[config.mk]
export PLATFORM = sky130hd
export DESIGN_NAME = byte_link_tx
export DESIGN_NICKNAME = d
export VERILOG_FILES = /design/src/rtl/byte_link_pkg.sv /design/src/rtl/byte_link_fifo.sv /design/src/rtl/byte_link_tx.sv
export SDC_FILE = /design/constraint.sdc
export NUM_CORES = 1
export LEC_CHECK = 0
export CAP_MARGIN = 20
export CORE_ASPECT_RATIO = 0.7
export CORE_MARGIN = 5
export CORE_UTILIZATION = 45
export DETAILED_ROUTE_END_ITERATION = 8
export PLACE_DENSITY = 0.76
export SLEW_MARGIN = 20
export SYNTH_ARGS = -nofsm -noshare
export SYNTH_HDL_FRONTEND = slang
export SYNTH_SLANG_ARGS = --single-unit
[constraint.sdc]
create_clock -name clk -period 3.41 [get_ports clk]
set_input_delay 1.023 -clock clk [delete_from_list [all_inputs] [get_ports clk]]
set_output_delay 1.023 -clock clk [all_outputs]
set_load 0.02 [all_outputs]
[src/rtl/byte_link_pkg.sv]
// Shared types and helpers for both ends of the two-wire byte link.
package byte_link_pkg;

  typedef logic [7:0] t_byte;

  typedef enum logic [2:0] {
    IDLE,
    START,
    DATA,
    PARITY,
    STOP
  } t_tx_state;

  localparam int C_DATA_BITS = 8;

  // Even parity: the bit that makes the total count of ones even.
  function automatic logic parity_even(input t_byte data);
    return ^data;
  endfunction

endpackage

[src/rtl/byte_link_fifo.sv]
// Small synchronous first-word-fall-through FIFO with occupancy count.
module byte_link_fifo #(
  parameter int P_DEPTH = 4,
  parameter int P_WIDTH = 8
) (
  input  logic                       clk,
  input  logic                       rst,
  input  logic                       push,
  input  logic                       pop,
  input  logic [P_WIDTH-1:0]         wdata,
  output logic [P_WIDTH-1:0]         rdata,
  output logic                       full,
  output logic                       empty,
  output logic [$clog2(P_DEPTH):0]   level
);

  localparam int AW = $clog2(P_DEPTH);
  localparam logic [AW:0]   C_FULL    = P_DEPTH[AW:0];
  localparam logic [AW:0]   C_LVL_ONE = {{AW{1'b0}}, 1'b1};
  localparam logic [AW-1:0] C_PTR_ONE = {{(AW-1){1'b0}}, 1'b1};

  logic [P_WIDTH-1:0] mem [P_DEPTH];
  logic [AW-1:0]      wr_ptr;
  logic [AW-1:0]      rd_ptr;
  logic               do_push;
  logic               do_pop;

  assign full    = (level == C_FULL);
  assign empty   = (level == '0);
  assign do_pop  = pop & ~empty;
  // A push into a full FIFO is only safe when the same edge frees a slot.
  assign do_push = push & (~full | do_pop);
  assign rdata   = mem[rd_ptr];

  always_ff @(posedge clk) begin
    if (do_push) begin
      mem[wr_ptr] <= wdata;
    end
  end

  always_ff @(posedge clk or posedge rst) begin
    if (rst) begin
      wr_ptr <= '0;
      rd_ptr <= '0;
      level  <= '0;
    end else begin
      if (do_push) begin
        wr_ptr <= wr_ptr + C_PTR_ONE;
      end
      if (do_pop) begin
        rd_ptr <= rd_ptr + C_PTR_ONE;
      end
      case ({do_push, do_pop})
        2'b10:   level <= level + C_LVL_ONE;
        2'b01:   level <= level - C_LVL_ONE;
        default: level <= level;
      endcase
    end
  end

endmodule

[src/rtl/byte_link_tx.sv]
// Transmit end of the two-wire byte link: buffers bytes and sends LSB-first
// frames on ser_out, starting a new frame only while the far end is not holding.
//
// state  | meaning
// IDLE   | line high; start a frame when a byte is queued and hold is low
// START  | start bit (low)
// DATA   | eight data bits, LSB first
// PARITY | even parity bit (only when P_PARITY=1)
// STOP   | stop bit (high); frame counted on its last cycle
module byte_link_tx
  import byte_link_pkg::*;
#(
  parameter int P_DIV    = 4,
  parameter int P_PARITY = 0,
  parameter int P_DEPTH  = 4
) (
  input  logic                     clk,
  input  logic                     rst,
  input  logic                     in_valid,
  output logic                     in_ready,
  input  t_byte                    in_data,
  output logic                     ser_out,
  input  logic                     ser_hold,
  output logic                     busy,
  output logic [$clog2(P_DEPTH):0] level,
  output logic [15:0]              frame_cnt
);

  localparam logic [7:0] C_BAUD_LOAD = 8'(P_DIV - 1);
  localparam logic [2:0] C_LAST_BIT  = 3'(C_DATA_BITS - 1);

  t_tx_state state;
  logic [7:0] baud;
  logic [2:0] bit_cnt;
  t_byte      shift;
  logic       parity_bit;
  logic       hold_meta;
  logic       hold_s;
  logic       push;
  logic       pop;
  logic       full;
  logic       empty;
  t_byte      rdata;

  assign in_ready = ~full;
  assign push     = in_valid & in_ready;
  assign pop      = (state == IDLE) & ~empty & ~hold_s;
  assign busy     = (state != IDLE) | (level != '0);

  byte_link_fifo #(
    .P_DEPTH (P_DEPTH),
    .P_WIDTH (8)
  ) u_fifo (
    .clk   (clk),
    .rst   (rst),
    .push  (push),
    .pop   (pop),
    .wdata (in_data),
    .rdata (rdata),
    .full  (full),
    .empty (empty),
    .level (level)
  );

  always_ff @(posedge clk or posedge rst) begin
    if (rst) begin
      hold_meta <= 1'b0;
      hold_s    <= 1'b0;
    end else begin
      hold_meta <= ser_hold;
      hold_s    <= hold_meta;
    end
  end

  always_ff @(posedge clk or posedge rst) begin
    if (rst) begin
      state      <= IDLE;
      baud       <= '0;
      bit_cnt    <= '0;
      shift      <= '0;
      parity_bit <= 1'b0;
      ser_out    <= 1'b1;
      frame_cnt  <= '0;
    end else begin
      case (state)
        IDLE: begin
          ser_out <= 1'b1;
          if (pop) begin
            shift      <= rdata;
            parity_bit <= parity_even(rdata);
            bit_cnt    <= '0;
            baud       <= C_BAUD_LOAD;
            ser_out    <= 1'b0;
            state      <= START;
          end
        end
        START: begin
          if (baud == '0) begin
            baud    <= C_BAUD_LOAD;
            ser_out <= shift[0];
            shift   <= shift >> 1;
            state   <= DATA;
          end else begin
            baud <= baud - 8'd1;
          end
        end
        DATA: begin
          if (baud == '0) begin
            baud <= C_BAUD_LOAD;
            if (bit_cnt == C_LAST_BIT) begin
              if (P_PARITY != 0) begin
                ser_out <= parity_bit;
                state   <= PARITY;
              end else begin
                ser_out <= 1'b1;
                state   <= STOP;
              end
            end else begin
              bit_cnt <= bit_cnt + 3'd1;
              ser_out <= shift[0];
              shift   <= shift >> 1;
            end
          end else begin
            baud <= baud - 8'd1;
          end
        end
        PARITY: begin
          if (baud == '0) begin
            baud    <= C_BAUD_LOAD;
            ser_out <= 1'b1;
            state   <= STOP;
          end else begin
            baud <= baud - 8'd1;
          end
        end
        STOP: begin
          if (baud == '0) begin
            ser_out   <= 1'b1;
            frame_cnt <= frame_cnt + 16'd1;
            state     <= IDLE;
          end else begin
            baud <= baud - 8'd1;
          end
        end
        default: begin
          ser_out <= 1'b1;
          state   <= IDLE;
        end
      endcase
    end
  end

endmodule

Word-level counts from Yosys, hierarchy flattened. Memory sizes are Yosys's and may differ from the RTL's. Index checks and enable logic that the tools add are counted.

Bits in registers: 48. Bits in latches: 0. Bits in writable memories: 32. Bits in read-only memories: 0. Bits of input ports: 12. Output and inout port bits: 22. Word-level logic and storage cells: 92. Memories: 1.

Add/sub/neg operators: 7. Multipliers: 0. Divide/modulo/power cells: 0. $lt $le $gt $ge: 0. Eq/ne operators: 17. Shift-type cells: 0. Muxes and demuxes: 29. Bitwise logic cells: 10. Reduce and logical (&&, ||, !) cells: 17.

Memory list: u_fifo.mem (depth 4, width 8, rd ports 1, clocked after Yosys merged registers in 0, write ports 1, RTL line byte_link_fifo.sv:22) `logic [P_WIDTH-1:0] mem [P_DEPTH];`.

Operators with widths (number): 2-to-1 mux 8 bit (7); case mux 8 bit (3 select lines) (2); 2-to-1 mux 3 bit (9); adder 16 x 1 -> 16 bit, second input constant (1); case mux 3 bit (5 select lines) (1); inequality test 2 bit, second input constant (7); case mux 3 bit (2 select lines) (2); nonzero test 3 bit (4); == test 3 bit, second input constant (3); zero test 8 bit (1); subtractor 8 x 1 -> 8 bit, second input constant (1); 2-to-1 mux 1 bit (7); adder 3 x 1 -> 3 bit, second input constant (2); == test 3 x 2 -> 1 bit, second input constant (2); zero test 3 bit (2); AND reduction 3 bit (2); AND reduction 6 bit (1); AND 1 bit (5); AND reduction 5 bit (1); adder 2 x 1 -> 2 bit, second input constant (2); inequality test 2 x 1 -> 1 bit, second input constant (2); case mux 1 bit (4 select lines) (1); AND reduction 4 bit (1); nonzero test 2 bit (2); other kinds (9) (12).

Logic depth before layout (Yosys ltp).
Depth after elaboration: 9. Mapped depth: 10. Gate-level depth less buffers: 10.

Hierarchy. A second synthesis with hierarchy kept.

Cell total of the unflattened synthesis: 279. Area total of the unflattened synthesis: 3751.1 µm².

Modules (own cells, without submodules): byte_link_tx (instances 1, cells each 198, area an instance 2159.6 µm², seq. area each 1027.2 µm²); byte_link_fifo (instances 1, cells each 81, area an instance 1591.5 µm², seq. area each 1136.1 µm²).

Least setup slack after synthesis. OpenSTA, ideal clock, no wires.

Path kind: reg-to-reg. Start point: register state[0]. End point: register u_fifo.level[2]. Setup time: 0.080 ns. Data arrival time: 2.441 ns. Required time: 3.330 ns. Path slack: 0.889 ns. Stages on the path, launching flop included: 11. Buffers on the path: 2. Clock period less this slack: 2.521 ns. Cells stage by stage: dfrtp_1 > clkbuf_1 > or2_2 > clkbuf_1 > nor4_2 > ha_1 > inv_1 > fa_1 > xor2_1 > nor2_1 > xor2_1.

Word-level cells in the longest chain between the ends: 8. Elaborated cells between the ends (all ways): 10. Classes of those cells: eq/ne: 2; mux: 1; bitwise: 5; reduce/logical: 2.

Ends and longest elaborated chain: from (decl) (RTL line byte_link_tx.sv:32) `t_tx_state state;`; from (signal assigned) (RTL line byte_link_tx.sv:77) `state <= IDLE;`; from (signal assigned) (RTL line byte_link_tx.sv:94) `state <= START;`; from (signal assigned) (RTL line byte_link_tx.sv:102) `state <= DATA;`; zero test 3 bit (*) (RTL line byte_link_tx.sv:47) `assign pop = (state == IDLE) & ~empty & ~hold_s;`; AND 1 bit (*) (2 in series) (RTL line byte_link_tx.sv:47); AND 1 bit (*) (RTL line byte_link_fifo.sv:30) `assign do_pop = pop & ~empty;`; via u_fifo.do_pop (RTL line byte_link_fifo.sv:26) `logic do_pop;`; OR 1 bit (RTL line byte_link_fifo.sv:32) `assign do_push = push & (~full | do_pop);`; AND 1 bit (RTL line byte_link_fifo.sv:32); == test 2 x 1 -> 1 bit / == test 2 bit (equally long branches) (RTL line byte_link_fifo.sv:53) `case ({do_push, do_pop})`; case mux 3 bit (2 select lines) / nonzero test 2 bit (equally long branches); to (signal assigned) (RTL line byte_link_fifo.sv:54) `2'b10: level <= level + C_LVL_ONE;`; to (signal assigned) (RTL line byte_link_fifo.sv:55) `2'b01: level <= level - C_LVL_ONE;`; to (signal assigned) (RTL line byte_link_fifo.sv:56) `default: level <= level;`; to (decl) (RTL line byte_link_fifo.sv:14) `output logic [$clog2(P_DEPTH):0] level`.

The timed path passes the listed nets; every way through them passes the cells marked *. A chain may end at the register's enable or synchronous reset.

Worst setup path after layout.
Start point: register u_fifo.level[2]. End point: output busy.

Word-level cells in the longest chain between the ends: 2.

Ends and longest elaborated chain: nonzero test 3 bit (RTL line byte_link_tx.sv:48) `assign busy = (state != IDLE) | (level != '0);`; OR 1 bit (RTL line byte_link_tx.sv:48); to (decl) (RTL line byte_link_tx.sv:24) `output logic busy,`.

No other way between the ends.

==> metrics.txt <==
status=finished clean; Die Y-Extent=87.5 µm; DRT antenna net count=0; clock root cell=clkbuf_16; Mapped Cells=285; P_sw=1.28 mW; delay of the slowest critical-path stage=0.57 ns; Max VDD drop=0.551 mV; Mapped Avg Cell Area=13.5 µm²; IO Count=34; type of the worst setup path=register to output pin; maximum clock path buffer count=2; Int Power=2.46 mW; synth top area cells=dfrtp_1 30%, edfxtp_1 25%, mux2_2 5.5%; worst path bufs/invs=1; Crit Path Max Fanout=4; cts-stage hold buffer count=0; first-pass GRT wire length=12500 µm; initial antenna violation count=0; CTS H-tree depth=3; worst-skew pair later-pin latency=0.34 ns; CTS buffer count=9; DR iter-0 viols=132; core area=0.00841 mm²; gpl congestion=0.794; post-route worst setup slack=0.538 ns; worst hold path type=register to register; Worst R2R Start=baud[0]; crit path launch=u_fifo.level[2]; clk slew on worst S/H paths=0.06 ns; DR WL/cell=17.5 µm; actual slew at the worst max-slew pin=0.677 ns; CP cell instances=nor3_1, nand3_1, clkdlybuf4s50_1; Cells after DPL=416; Place WS=0.547 ns; EDFF count, synth=32; dominant cell by count in the synthesized netlist=dfrtp_1; Final setup viols=0; total gr overflow=0; Async SR Flop Fraction=0.600; fin cells=432; synthesized area=0.00386 mm²; P&R area growth vs syn=18.7%; share of Yosys cell area claimed by the top area cell type=0.305; Final min period=2.87 ns; PwrDens=816 mW/mm²; Net Count, Synth=308; clock sink count=80; switching share of power=0.342; Post-synth top flop=dfrtp_1; # resized after CTS=0; Port Buffers=33; via/cell ratio=5.56; die area=0.0106 mm²; startpoint types=register; CP delay by family, top=buffers and inverters; post-synth top area cell=dfrtp_1; largest net degree at the start of global routing=33; Pwr Total=3.73 mW; Post-synth top cells=47 x dfrtp_1, 32 x edfxtp_1, 20 x xnor2_1; HPWL after detailed placement=5310 µm; Seq pwr share=0.395; Die Wd=121 µm; Fmax achieved=0.348 GHz; share of layout cells above drive strength 1=0.187; Final Hold Vio Count=0; hold_ws=0.357 ns; maxcap violations=0; CTS tree=yes; CP endpoint kind=output pin; Antenna Cells=0; Clock Power Share=0.238; max-slew violation count=0; Distinct cells, synth=63; combinational power share=0.367; vias in the first global route=2438; WP data required=2.39 ns; Worst Path Arrival=1.85 ns; clock skew=0.0125 ns; final net count=345; DR vias=2401; max_slew headroom=0.548; Static Leakage=1.82 nW; All-Layer GR Usage=0.154; count of state elements after synthesis=80; Routed WL=7540 µm; Seq/Total Area, Yosys=0.561; Critical-path top delay cell=clkdlybuf4s50_1; Pre-antenna DRT Iters=4; RSZ-0062 raised after global routing=no; Ys Warns=0; row cnt=28; # DRC=0; post-CTS setup buffer count=0; setup TNS=0 ns; hold wc startpoint=hold_meta; initial core utilization=0.459; fin crit share=0.842
==> kinds of logic after synthesis <==
| logic type | count (synthesis) | share of synthesized area |
|---|---|---|
| buffers and inverters | 25 | 0.0289 |
| xor gates and xnor gates | 25 | 0.0568 |
| DFF | 80 | 0.561 |
| adders and majority gates | 13 | 0.0428 |
| AOI/OAI and AO/OA | 39 | 0.0753 |
| muxes | 29 | 0.114 |
| and+or+nand+nor | 74 | 0.121 |
==> cells in the final DEF, fill, tap and decap left out, types with 4 or more instances in the layout <==
cell / count
nor2_1: 9
nand2_1: 8
xnor2_1: 20
inv_1: 11
nand3_1: 14
mux2_2: 19
clkdlybuf4s50_1: 33
ha_1: 10
xor2_1: 5
o21ai_0: 6
nor3_1: 5
buf_4: 6
a21oi_1: 9
nor4_1: 4
clkbuf_16: 9
nand4_1: 6
edfxtp_1: 32
and3_1: 7
mux4_1: 7
dfrtp_1: 47
==> metrics by stage <==
step | cell area, µm² | utilization
floorplan | 3860 | -
global route | 4580 | 0.544
finish | 4580 | 0.544
CTS | 4580 | 0.544
detailed placement | 4300 | 0.511
global placement | 4300 | 0.511
==> sequential cells by signal, summed over array words and instances (netlist names) <==
| signal | count |
|---|---|
| u_fifo.wr_ptr | 2 |
| hold_s | 1 |
| ser_out | 1 |
| shift | 8 |
| state | 3 |
| bit_cnt | 3 |
| u_fifo.rd_ptr | 2 |
| u_fifo.level | 3 |
| hold_meta | 1 |
| u_fifo.mem | 32 |
| baud | 8 |
| frame_cnt | 16 |
==> power groups by stage <==
stage | logic [mW] | clock network [mW] | registers [mW]
4_1_cts | 1.38 | 0.907 | 1.47
6_report | 1.37 | 0.889 | 1.47
5_1_grt | 1.51 | 0.953 | 1.50
3_3_place_gp | 1.33 | 0 | 1.47
3_5_place_dp | 1.37 | 0 | 1.48
2_1_floorplan | 1.12 | 0 | 1.39
==> path summary, 6_finish.rpt <==
check | slack (ns) | cells past startpoint | end
max | 0.54 | 3 | busy
min | 0.36 | 0 | hold_s
max reg2reg | 0.89 | 6 | shift[2]
min reg2reg | 0.36 | 0 | hold_s
max in group asynchronous | 1.61 | 3 | ser_out
min in group asynchronous | 1.12 | 2 | frame_cnt[12]
==> layer usage <==
metal,global-route usage,part of all wire,vias to the layer above
li1,-,-,1139
met1,0.203,0.46,1216
met2,0.247,0.49,40
met3,0.0487,0.045,6
met4,0.0412,0.0098,0
met5,0,0,-
==> area by class of cell <==
class,count,area (µm²)
clock buffer,10,239
clock inverter,6,41.3
fill,679,3830
inverter,12,45.0
multi-input combinational,180,1580
sequential,80,2160
tap,105,131
timing repair buffer,39,375
No activity file was read; power rests on OpenSTA's default activity.
